===== config.mk =====
export PLATFORM = sky130hd
export DESIGN_NAME = imm_gen_pipe
export DESIGN_NICKNAME = d
export VERILOG_FILES = /design/src/rtl/imm_pkg.sv /design/src/rtl/imm_decode.sv /design/src/rtl/imm_gen_pipe.sv
export SDC_FILE = /design/constraint.sdc
export NUM_CORES = 1
export LEC_CHECK = 0
export CAP_MARGIN = 20
export CORE_MARGIN = 2
export CORE_UTILIZATION = 39
export DETAILED_ROUTE_END_ITERATION = 10
export MAX_ROUTING_LAYER = met4
export PLACE_DENSITY_LB_ADDON = 0.2
export SLEW_MARGIN = 20
export SYNTH_ARGS = -nofsm -noshare
export SYNTH_HDL_FRONTEND = slang
export SYNTH_SLANG_ARGS = --single-unit

===== constraint.sdc =====
create_clock -name clk -period 0.8 [get_ports clk]
set_clock_uncertainty 0.05 [all_clocks]
set_input_delay 0.16 -clock clk [delete_from_list [all_inputs] [get_ports clk]]
set_output_delay 0.16 -clock clk [all_outputs]
set_load 0.005 [all_outputs]

===== src/rtl/imm_pkg.sv =====
// Shared definitions for the immediate generator: opcodes, shift funct3 codes
// and the 3-bit immediate format codes reported on o_ImmType.
package imm_pkg;

  localparam logic [6:0] OPC_LOAD   = 7'b0000011;
  localparam logic [6:0] OPC_OP_IMM = 7'b0010011;
  localparam logic [6:0] OPC_AUIPC  = 7'b0010111;
  localparam logic [6:0] OPC_STORE  = 7'b0100011;
  localparam logic [6:0] OPC_OP     = 7'b0110011;
  localparam logic [6:0] OPC_LUI    = 7'b0110111;
  localparam logic [6:0] OPC_BRANCH = 7'b1100011;
  localparam logic [6:0] OPC_JALR   = 7'b1100111;
  localparam logic [6:0] OPC_JAL    = 7'b1101111;
  localparam logic [6:0] OPC_SYSTEM = 7'b1110011;

  localparam logic [2:0] F3_SLLI      = 3'b001;
  localparam logic [2:0] F3_SRLI_SRAI = 3'b101;

  localparam logic [1:0] QUAD_32BIT = 2'b11;

  typedef enum logic [2:0] {
    IMM_NONE = 3'd0,
    IMM_I    = 3'd1,
    IMM_S    = 3'd2,
    IMM_B    = 3'd3,
    IMM_U    = 3'd4,
    IMM_J    = 3'd5,
    IMM_Z    = 3'd6,
    IMM_SH   = 3'd7
  } imm_type_e;

endpackage


===== src/rtl/imm_decode.sv =====
// Purely combinational immediate decoder: instruction word in, extended
// immediate, format code and illegal flag out.
import imm_pkg::*;

module imm_decode #(
  parameter int XLEN = 32
) (
  input  logic [31:0]     instr_i,
  output logic [XLEN-1:0] imm_o,
  output imm_type_e       type_o,
  output logic            illegal_o
);

  localparam int SHAMT_W = $clog2(XLEN);

  generate
    if (!(XLEN == 32 || XLEN == 64)) begin : gXlenCheck
      $error("imm_decode: XLEN must be 32 or 64");
    end
  endgenerate

  logic [6:0]  opcode;
  logic [2:0]  funct3;
  logic [31:0] raw32;
  logic        signExt;

  assign opcode = instr_i[6:0];
  assign funct3 = instr_i[14:12];

  // Build each format as a 32-bit value (already sign-extended to 32 bits for
  // signed formats) and remember whether widening to XLEN must keep the sign.
  always_comb begin
    raw32     = '0;
    signExt   = 1'b0;
    type_o    = IMM_NONE;
    illegal_o = 1'b0;
    if (instr_i[1:0] != QUAD_32BIT) begin
      illegal_o = 1'b1;
    end else begin
      case (opcode)
        OPC_OP_IMM: begin
          if (funct3 == F3_SLLI || funct3 == F3_SRLI_SRAI) begin
            type_o = IMM_SH;
            raw32  = 32'(instr_i[20 +: SHAMT_W]);
          end else begin
            type_o  = IMM_I;
            raw32   = {{20{instr_i[31]}}, instr_i[31:20]};
            signExt = 1'b1;
          end
        end
        OPC_LOAD, OPC_JALR: begin
          type_o  = IMM_I;
          raw32   = {{20{instr_i[31]}}, instr_i[31:20]};
          signExt = 1'b1;
        end
        OPC_STORE: begin
          type_o  = IMM_S;
          raw32   = {{20{instr_i[31]}}, instr_i[31:25], instr_i[11:7]};
          signExt = 1'b1;
        end
        OPC_BRANCH: begin
          type_o  = IMM_B;
          raw32   = {{19{instr_i[31]}}, instr_i[31], instr_i[7],
                     instr_i[30:25], instr_i[11:8], 1'b0};
          signExt = 1'b1;
        end
        OPC_LUI, OPC_AUIPC: begin
          type_o  = IMM_U;
          raw32   = {instr_i[31:12], 12'h000};
          signExt = 1'b1;
        end
        OPC_JAL: begin
          type_o  = IMM_J;
          raw32   = {{11{instr_i[31]}}, instr_i[31], instr_i[19:12],
                     instr_i[20], instr_i[30:21], 1'b0};
          signExt = 1'b1;
        end
        OPC_SYSTEM: begin
          if (funct3[2]) begin
            type_o = IMM_Z;
            raw32  = 32'(instr_i[19:15]);
          end else begin
            type_o  = IMM_I;
            raw32   = {{20{instr_i[31]}}, instr_i[31:20]};
            signExt = 1'b1;
          end
        end
        OPC_OP: begin
          type_o = IMM_NONE;
        end
        default: begin
          illegal_o = 1'b1;
        end
      endcase
    end
  end

  assign imm_o = signExt ? XLEN'($signed(raw32)) : XLEN'(raw32);

endmodule


===== src/rtl/imm_gen_pipe.sv =====
// Immediate generator with a 1-2 stage output pipeline. Stages are kept as
// flat shift vectors so one depth-agnostic shift covers both depths.
import imm_pkg::*;

module imm_gen_pipe #(
  parameter int XLEN   = 32,
  parameter int STAGES = 1
) (
  input  logic            clk,
  input  logic            rst_n,
  input  logic [31:0]     i_Instr,
  input  logic            i_Valid,
  input  logic            i_Stall,
  input  logic            i_Flush,
  output logic [XLEN-1:0] o_ImmE,
  output logic [2:0]      o_ImmType,
  output logic            o_ValidE,
  output logic            o_Illegal
);

  localparam int IMM_W  = STAGES * XLEN;
  localparam int TYPE_W = STAGES * 3;

  generate
    if (!(STAGES == 1 || STAGES == 2)) begin : gStagesCheck
      $error("imm_gen_pipe: STAGES must be 1 or 2");
    end
  endgenerate

  logic [XLEN-1:0] decImm;
  imm_type_e       decType;
  logic            decIllegal;

  logic [XLEN-1:0] inImm;
  logic [2:0]      inType;
  logic            inIllegal;

  logic [STAGES-1:0] validQ,   validD;
  logic [STAGES-1:0] illegalQ, illegalD;
  logic [IMM_W-1:0]  immQ,     immD;
  logic [TYPE_W-1:0] typeQ,    typeD;

  imm_decode #(
    .XLEN (XLEN)
  ) u_decode (
    .instr_i   (i_Instr),
    .imm_o     (decImm),
    .type_o    (decType),
    .illegal_o (decIllegal)
  );

  assign inImm     = i_Valid ? decImm : '0;
  assign inType    = i_Valid ? decType : IMM_NONE;
  assign inIllegal = i_Valid & decIllegal;

  // Next-state for the whole chain: flush zeroes everything, stall holds,
  // otherwise shift one stage toward the output with the new entry at stage 0.
  always_comb begin
    validD   = validQ;
    illegalD = illegalQ;
    immD     = immQ;
    typeD    = typeQ;
    if (i_Flush) begin
      validD   = '0;
      illegalD = '0;
      immD     = '0;
      typeD    = '0;
    end else if (!i_Stall) begin
      validD   = (validQ << 1) | STAGES'(i_Valid);
      illegalD = (illegalQ << 1) | STAGES'(inIllegal);
      immD     = (immQ << XLEN) | IMM_W'(inImm);
      typeD    = (typeQ << 3) | TYPE_W'(inType);
    end
  end

  // Stage registers with asynchronous clear.
  always_ff @(posedge clk or negedge rst_n) begin
    if (!rst_n) begin
      validQ   <= '0;
      illegalQ <= '0;
      immQ     <= '0;
      typeQ    <= '0;
    end else begin
      validQ   <= validD;
      illegalQ <= illegalD;
      immQ     <= immD;
      typeQ    <= typeD;
    end
  end

  assign o_ValidE  = validQ[STAGES-1];
  assign o_Illegal = illegalQ[STAGES-1];
  assign o_ImmE    = immQ[IMM_W-1 -: XLEN];
  assign o_ImmType = typeQ[TYPE_W-1 -: 3];

endmodule


Yosys cells after proc, flatten, opt, wreduce, memory -nomap -nowiden:

Index checks and enable logic that the tools add are counted.

* bits in registers: 37
* latch bits: 0
* RAM bits: 0
* memory bits (read-only): 0
* input bits: 37
* output and inout bits: 37
* word-level logic and storage cells: 43
* memories: 0

* $add $sub $neg: 0
* $mul: 0
* divide/modulo/power cells: 0
* magnitude comparators: 0
* equal/unequal tests: 14
* shift operators: 0
* mux-type cells: 20
* bitwise logic cells: 1
* reduce and logical (&&, ||, !) cells: 4

Operators by type and width (count)
* $pmux W32 S7: 1
* $mux W32: 6
* $eq A7 B7 Y1 const B: 4
* $eq A7 B6 Y1 const B: 3
* $pmux W3 S7: 1
* $mux W3: 6
* $eq A7 B5 Y1 const B: 2
* $reduce_or A10 Y1: 1
* $eq A7 B2 Y1 const B: 1
* $mux W1: 6
* $reduce_or A2 Y1: 2
* $eq A3 B1 Y1 const B: 1
* $eq A3 B3 Y1 const B: 1
* $ne A2 B1 Y1 const B: 1
* $ne A2 B2 Y1 const B: 1
* $and A1 B1 Y1: 1
* $logic_or A1 B1 Y1: 1

Logic depth before layout (Yosys ltp):

Gate-level depths: netlist of the first run.

* depth after elaboration: 8
* mapped depth: 7
* depth with buffers taken out: 5

Modules after synthesis:

Synthesis of the first run repeated with hierarchy kept, for this count alone.

* cells, all modules: 200
* area, all modules: 2205.9 µm²

Modules (own cells, without submodules)
* imm_gen_pipe: times used 1, cells an instance 91, area an instance 1465.2 µm², sequential area each 925.9 µm²
* imm_decode: times used 1, cells an instance 109, area an instance 740.7 µm², sequential area each 0.0 µm²

Worst setup path after synthesis of the first run:

Ideal clock, no wire load.

* kind: input to register
* from: in i_Instr[2]
* to: reg immQ[0], in the netlist o_ImmE[0]
* setup time: 0.121 ns
* arrival: 1.284 ns
* data required time: 0.629 ns
* slack: -0.655 ns
* stages: 7
* buffers on the path: 2
* path through: buf_2 > nor4bb_1 > and2_1 > buf_2 > a32o_1 > a31o_2 > a22o_1

* cells in the longest elaborated chain, start to end: 7

Ends and longest elaborated chain
* start, declared: RTL line imm_gen_pipe.sv:11 `input logic [31:0] i_Instr,`
* $eq A7 B6 Y1 (tied with other cells)
* $reduce_or A2 Y1
* $pmux W32 S7 (*): RTL line imm_decode.sv:40 `case (opcode)`
* $mux W32 (*): RTL line imm_decode.sv:37 `if (instr_i[1:0] != QUAD_32BIT) begin`
* $mux W32 (*): RTL line imm_gen_pipe.sv:52 `assign inImm = i_Valid ? decImm : '0;`
* $mux W32 (*): RTL line imm_gen_pipe.sv:68 `end else if (!i_Stall) begin`
* $mux W32 (*): RTL line imm_gen_pipe.sv:63 `if (i_Flush) begin`
* end signal, assigned: RTL line imm_gen_pipe.sv:86 `immQ <= immD;`
* end, declared: RTL line imm_gen_pipe.sv:40 `logic [IMM_W-1:0] immQ, immD;`

Every way passes the cells marked *; elsewhere a longest branch is shown, timed or not. The select of a mux whose other input is x is not followed.
A chain may end at the register's enable or synchronous reset.

Worst setup path after layout of the first run:

* from: in i_Stall
* to: reg immQ[28], in the netlist o_ImmE[28]

* cells in the longest elaborated chain, start to end: 1

Ends and longest elaborated chain
* start, declared: RTL line imm_gen_pipe.sv:13 `input logic i_Stall,`
* $ne A2 B1 Y1 (no source line)

Every way passes these cells.

==> impl_metrics.py, run 1 <==
metrics = {
    "finish": {
        "final-seq-area_um2": 926,
        "antennaDiodeCount": 0,
        "final_common_cell": "buf_4",
        "final_cell_mix": "buf_4 (78), buf_2 (42), dfrtp_1 (37)",
        "final_cell_area_um2": 3710,
        "multi_input_area_um2": 1230,
        "nNetsFinal": 392,
        "nFillCells": 283,
        "fin_util": 0.786,
        "drive_above_1_share": 0.579,
        "area_delta_synth_final_pct": 95.6,
    },
    "grt": {
        "track_usage": 0.279,
        "grt_pass1_wl_um": 11100,
        "grt_max_degree": 38,
        "overflow": 0,
        "antenna_found_initial": 0,
        "grt_pass1_vias": 2249,
    },
    "critical_path": {
        "crit_path_top_delay_cell": "or2_4",
        "crit_path_end_kind": "register",
        "critPathBufInv": 2,
        "max_stage_delay_ns": 0.30,
        "critPathMostFrequentCell": "buf_6",
        "path_max_fanout": 6,
        "required_ns": 0.99,
        "critical_path.startpoint": "i_Stall",
        "worst-r2r-cell-count": 4,
        "crit_family": "simple AND/OR/NAND/NOR gates",
        "path_class": "primary input to register",
        "cp_num_cells": 7,
        "startpoint_type": "primary input",
        "crit_chain": "buf_6, nand4b_1, or2_4, a21oi_4, nand3_2, buf_6, nand2_2",
        "crit_arrival_ns": 1.38,
        "crit_end": "o_ImmE[28]$_DFFE_PN0P_",
        "reg2reg_to": "o_ImmE[21]$_DFFE_PN0P_",
        "r2r_start": "o_ImmE[21]$_DFFE_PN0P_",
        "rrSetupSlack_ns": -0.30,
    },
    "clock_tree": {
        "cts_num_sinks": 37,
        "root_buffer": "clkbuf_8",
        "clk_latency_ns": 0.29,
        "cts.path.max_buffers": 2,
        "numCtsBuffers": 5,
        "clk_pin_slew_ns": 0.08,
        "cts_tree": "done",
        "htreeDepth": 2,
    },
    "synth": {
        "syn_area_um2": 1900,
        "syn_avg_cell_area_um2": 9.89,
        "synth_edf_count": 0,
        "synthArstFlopShare": 1.00,
        "yosys_register_bits": 37,
        "syn_nets": 229,
        "synth_top_family_by_area": "compound AO/OA/AOI/OAI gates",
        "synthXorXnorAreaFrac": 0,
        "synth_fa_ha_area_frac": 0,
        "synth-simple-area-share": 0.200,
        "synth-main-ff-cell": "dfrtp_1",
        "synth_cell_types": 41,
        "muxShareOfSynthArea": 0.00527,
        "synth_compound_area_frac": 0.268,
        "syn_inst": 192,
        "yosysSeqAreaShare": 0.488,
        "synth_warnings": 0,
    },
    "sta": {
        "rsz0062_at_grt": "yes",
        "finalWorstSetupSlack_ns": -0.397,
        "hold_viol": 0,
        "setup_tns_ns": -20.68,
        "fmax_mhz": 835,
        "drv_slew": 0,
        "max_slew_margin": 0.795,
        "setup_violations": 73,
        "finalCriticalPeriod_ns": 1.20,
        "tightestPinTransition_ns": 0.307,
        "post-route-period-util": 1.50,
    },
    "power_and_ir_drop": {
        "powerDensity_nw_per_um2": 1180,
        "power_frac_comb": 0.188,
        "ir_worst_vdd_mv": 0.949,
        "switching_share": 0.257,
        "power_frac_seq": 0.430,
        "switchingPower_mw": 1.12,
        "p_int_mw": 3.24,
        "clkPwrFrac": 0.382,
        "p_leak_nw": 1.94,
    },
    "job": {
        "maxCapViolCount": 0,
    },
    "route": {
        "drcViolationCount": 0,
        "routed_wl_um": 7590,
        "wl_per_cell_um": 17.9,
        "antenna_left": 0,
        "dr.pass1.iters": 5,
        "viasPerCell": 5.70,
        "drtIter0Drc": 218,
        "vias": 2409,
    },
    "die": {
        "fp.dieArea_um2": 5440,
        "num_rows": 25,
        "coreArea_um2": 4720,
        "die_h_um": 73.8,
        "start_util": 0.402,
        "die_w_um": 73.8,
        "pin_count": 74,
    },
    "hold_path": {
        "hp-class": "primary input to register",
        "hold_depth": 4,
    },
    "status": {
        "violations": "setup timing",
        "status": "complete, but fails checks",
    },
    "placement": {
        "dpl-instance-area_um2": 3190,
        "finalWeightedCongestion": 0.903,
        "port_buffers": 73,
        "hpwl_um": 4430,
    },
}
==> flip-flops by register name, summed over array words and instances (netlist names) <==
signal     flops
o_ImmType      3
o_ValidE       1
o_ImmE        32
o_Illegal      1
==> area by class of cell <==
type | instances | area share
repair buffers | 168 | 0.362
multi-input cells | 141 | 0.333
flip-flops and latches | 37 | 0.249
well taps | 67 | 0.0226
clock buffers | 5 | 0.0185
clock inverters | 3 | 0.0125
inverters | 2 | 0.00202
==> synth_stat cells (all sizes together) (2+ instances only) <==
cell type	count	area (um^2)
a21oi	7	38.8
a221o	2	20.0
a22o	20	175
a22oi	11	82.6
a32o	4	40.0
a32oi	2	17.5
and2	3	18.8
and3b	4	35.0
buf	9	47.6
clkbuf	5	18.8
dfrtp	37	926
inv	2	7.51
nand2	37	139
nand2b	4	25.0
nand3	6	30.0
nand4	2	12.5
nand4b	2	17.5
nor2	5	18.8
nor2b	5	31.3
o211ai	2	15.0
o21ai	5	25.0
o2bb2ai	2	23.8
==> layer usage <==
layer	part of all wire	GRT usage	vias to the layer above
met4	0.037	0.0949	0
met5	0	-	-
met2	0.49	0.441	157
li1	-	-	1053
met1	0.40	0.356	1163
met3	0.075	0.0576	36
==> kinds of logic after synthesis <==
family,Yosys count
flops,37
compound gates,63
simple gates,75
buf+inv,16
mux,1
==> per-stage QoR <==
stage | setup slack, ns | hold WS (ns) | total power, mW | instances
floorplan | -0.533 | -0.186 | 2.15 | 192
global placement | -1.18 | 0.0831 | 2.56 | 370
detailed placement | -1.23 | 0.0884 | 2.56 | 370
CTS | -0.365 | 0.147 | 4.31 | 414
global route | -0.413 | 0.187 | 4.49 | 423
finish | -0.397 | 0.150 | 4.37 | 423
==> worst reg2reg max path: stages, from the launching register on <==
cell	delay (ns)
dfrtp_1	0.40
buf_4	0.14
buf_4	0.12
a22oi_1	0.20
nand2_2	0.08
==> power groups by stage <==
stage / Combinational (mW) / Sequential [mW] / Clock, mW
after floorplan: 0.235 / 1.92 / 0
after global placement: 0.640 / 1.92 / 0
after detailed placement: 0.644 / 1.92 / 0
after CTS: 0.770 / 1.88 / 1.66
after global routing: 0.860 / 1.88 / 1.75
final: 0.822 / 1.88 / 1.67
==> timing repair <==
item,in CTS,in global routing
gates cloned,2,1
pin swaps,42,16
endpoints found under the setup margin,74,73
gates resized for setup,270,8
endpoints found under the hold margin,37,0
buffers inserted,33,8
hold buffers,1,0
==> worst min-delay path by stage <==
stage,from,to,slack [ns]
6_report,i_Instr[12],o_ImmE[12]$_DFFE_PN0P_,0.15
5_1_grt,i_Instr[12],o_ImmE[12]$_DFFE_PN0P_,0.19
4_1_cts,i_Instr[12],o_ImmE[12]$_DFFE_PN0P_,0.15
3_5_place_dp,rst_n,o_ImmE[11]$_DFFE_PN0P_,0.09
3_3_place_gp,rst_n,o_ImmE[11]$_DFFE_PN0P_,0.08
2_1_floorplan,rst_n,o_Illegal$_DFFE_PN0P_,-0.19
(Power assumes the default switching activity.)
==> inputs of run 2 (changes only) <==
--- a/config.mk
+++ b/config.mk
@@ -6,7 +6,7 @@
 export NUM_CORES = 1
 export LEC_CHECK = 0
 export CAP_MARGIN = 20
-export CORE_MARGIN = 2
+export CORE_MARGIN = 5
 export CORE_UTILIZATION = 39
 export DETAILED_ROUTE_END_ITERATION = 10
 export MAX_ROUTING_LAYER = met4
==> impl_metrics.py, run 2 (synthesis results as in run 1) <==
metrics = {
    "placement": {
        "hpwl_um": 4820,
        "post-place-ws_ns": -1.29,
        "dpl-instance-area_um2": 3220,
        "finalWeightedCongestion": 0.897,
        "port_buffers": 73,
    },
    "die": {
        "die_w_um": 79.8,
        "start_util": 0.402,
        "fp.dieArea_um2": 6360,
        "num_rows": 25,
        "pin_count": 74,
        "die_h_um": 79.8,
        "coreArea_um2": 4720,
    },
    "finish": {
        "antennaDiodeCount": 0,
        "nNetsFinal": 378,
        "final_cell_area_um2": 3560,
        "drive_above_1_share": 0.553,
        "final_cell_mix": "buf_4 (73), buf_2 (41), dfrtp_1 (37)",
        "final_common_cell": "buf_4",
        "fin_util": 0.753,
        "largest_reg_flops": 32,
        "area_delta_synth_final_pct": 87.3,
    },
    "critical_path": {
        "path_class": "primary input to register",
        "crit_arrival_ns": 1.41,
        "critPathMostFrequentCell": "buf_6",
        "rrSetupSlack_ns": -0.25,
        "crit_path_top_delay_cell": "or2_4",
        "startpoint_type": "primary input",
        "worst-r2r-cell-count": 4,
        "reg2reg_to": "o_ImmE[21]$_DFFE_PN0P_",
        "crit_chain": "buf_6, nand4b_1, or2_4, a21oi_4, nand3_4, buf_6, nand2_2",
        "r2r_start": "o_ImmE[21]$_DFFE_PN0P_",
        "max_stage_delay_ns": 0.30,
        "required_ns": 0.99,
        "crit_path_end_kind": "register",
        "path_max_fanout": 6,
    },
    "sta": {
        "max_slew_margin": 0.755,
        "drv_slew": 0,
        "hold_viol": 0,
        "finalCriticalPeriod_ns": 1.22,
        "post-route-period-util": 1.52,
        "tightestPinTransition_ns": 0.366,
        "fmax_mhz": 821,
        "rsz0062_at_grt": "yes",
        "finalWorstSetupSlack_ns": -0.419,
        "setup_violations": 73,
    },
    "grt": {
        "grt_pass1_vias": 2163,
        "track_usage": 0.228,
        "antenna_found_initial": 0,
        "grt_pass1_wl_um": 10800,
        "overflow": 0,
        "grt_max_degree": 38,
    },
    "clock_tree": {
        "cts_num_sinks": 37,
        "cts_tree": "done",
        "root_buffer": "clkbuf_8",
        "clk_latency_ns": 0.29,
        "htreeDepth": 2,
        "cts.path.max_buffers": 2,
        "clk_pin_slew_ns": 0.08,
        "numCtsBuffers": 5,
    },
    "route": {
        "drtIter0Drc": 182,
        "routed_wl_um": 7110,
        "vias": 2198,
        "antenna_left": 0,
        "wl_per_cell_um": 17.4,
        "viasPerCell": 5.37,
        "drcViolationCount": 0,
        "dr.pass1.iters": 4,
    },
    "hold_path": {
        "hold_end": "o_ImmE[12]$_DFFE_PN0P_",
        "hp-class": "primary input to register",
        "hp-start": "i_Instr[12]",
        "hold_depth": 4,
    },
    "status": {
        "status": "complete, but fails checks",
        "violations": "setup timing",
    },
    "job": {
        "maxCapViolCount": 0,
    },
    "power_and_ir_drop": {
        "powerDensity_nw_per_um2": 1210,
        "p_leak_nw": 1.85,
        "ir_worst_vdd_mv": 0.778,
        "power.total_mw": 4.31,
    },
}
-- run 2: cell types whose count changed in the layout (fill, tap and decap cells not counted), sizes merged --
| cell | previous run | this run |
|---|---|---|
| clkdlybuf4s50 | 19 | 22 |
| dlygate4sd2 | 4 | 1 |
| and3 | 2 | 1 |
| buf | 144 | 132 |
| o2bb2ai | 3 | 2 |
-- run 2: how the worst max path moves through the flow --
stage,start,end,slack (ns),depth (start not counted)
2_1_floorplan,i_Instr[1],o_ImmE[0]$_DFFE_PN0P_,-0.53,6
3_3_place_gp,i_Instr[6],o_ImmE[24]$_DFFE_PN0P_,-1.24,8
3_5_place_dp,i_Instr[6],o_ImmE[23]$_DFFE_PN0P_,-1.29,8
4_1_cts,i_Stall,o_ImmE[13]$_DFFE_PN0P_,-0.43,7
5_1_grt,i_Stall,o_ImmE[25]$_DFFE_PN0P_,-0.48,6
6_report,i_Stall,o_ImmE[25]$_DFFE_PN0P_,-0.42,7
-- run 2: report_power, final --
part,switching (mW),internal [mW],leakage (nW),total (mW)
clock network,0.725,0.933,0.0543,1.66
registers,0.00372,1.88,0.516,1.88
logic,0.358,0.420,1.28,0.778
total,1.09,3.23,1.85,4.31
-- run 2: worst max-delay path, delay by kind of cell --
family                 cells  cell delay, ns
buffers and inverters      2            0.26
AO/OA/AOI/OAI              1            0.27
AND/OR/NAND/NOR            4            0.71
-- run 2: routing by layer --
| metal | up-vias | track usage | routed length, um |
|---|---|---|---|
| li1 | 1023 | - | - |
| met1 | 1073 | 0.298 | 3080 |
| met2 | 92 | 0.359 | 3430 |
| met3 | 10 | 0.0497 | 503 |
| met4 | 0 | 0.0642 | 99 |
| met5 | - | - | 0 |
-- run 2: repair_timing --
| item | CTS | global route |
|---|---|---|
| pin swaps | 12 | 21 |
| hold buffers | 1 | 0 |
| buffers inserted | 18 | 10 |
| endpoints found under the hold margin | 37 | 0 |
| cloned | 1 | 0 |
| resized for setup | 254 | 15 |
| endpoints found under the setup margin | 74 | 73 |
-- run 2: per-stage QoR --
| stage | instances | hold slack [ns] | setup TNS [ns] |
|---|---|---|---|
| 6_report | 409 | 0.117 | -21.40 |
| 3_3_place_gp | 374 | 0.0833 | -51.90 |
| 4_1_cts | 402 | 0.108 | -20.85 |
| 5_1_grt | 409 | 0.123 | -24.07 |
| 2_1_floorplan | 192 | -0.186 | -16.33 |
| 3_5_place_dp | 374 | 0.0898 | -52.88 |
-- run 2: cell type report --
type / count / area [um^2]
repair buffers: 156 / 1250
inverters: 2 / 7.51
flip-flops and latches: 37 / 926
clock inverters: 3 / 46.3
fillers: 348 / 1170
clock buffers: 5 / 68.8
multi-input cells: 139 / 1170
well taps: 67 / 83.8
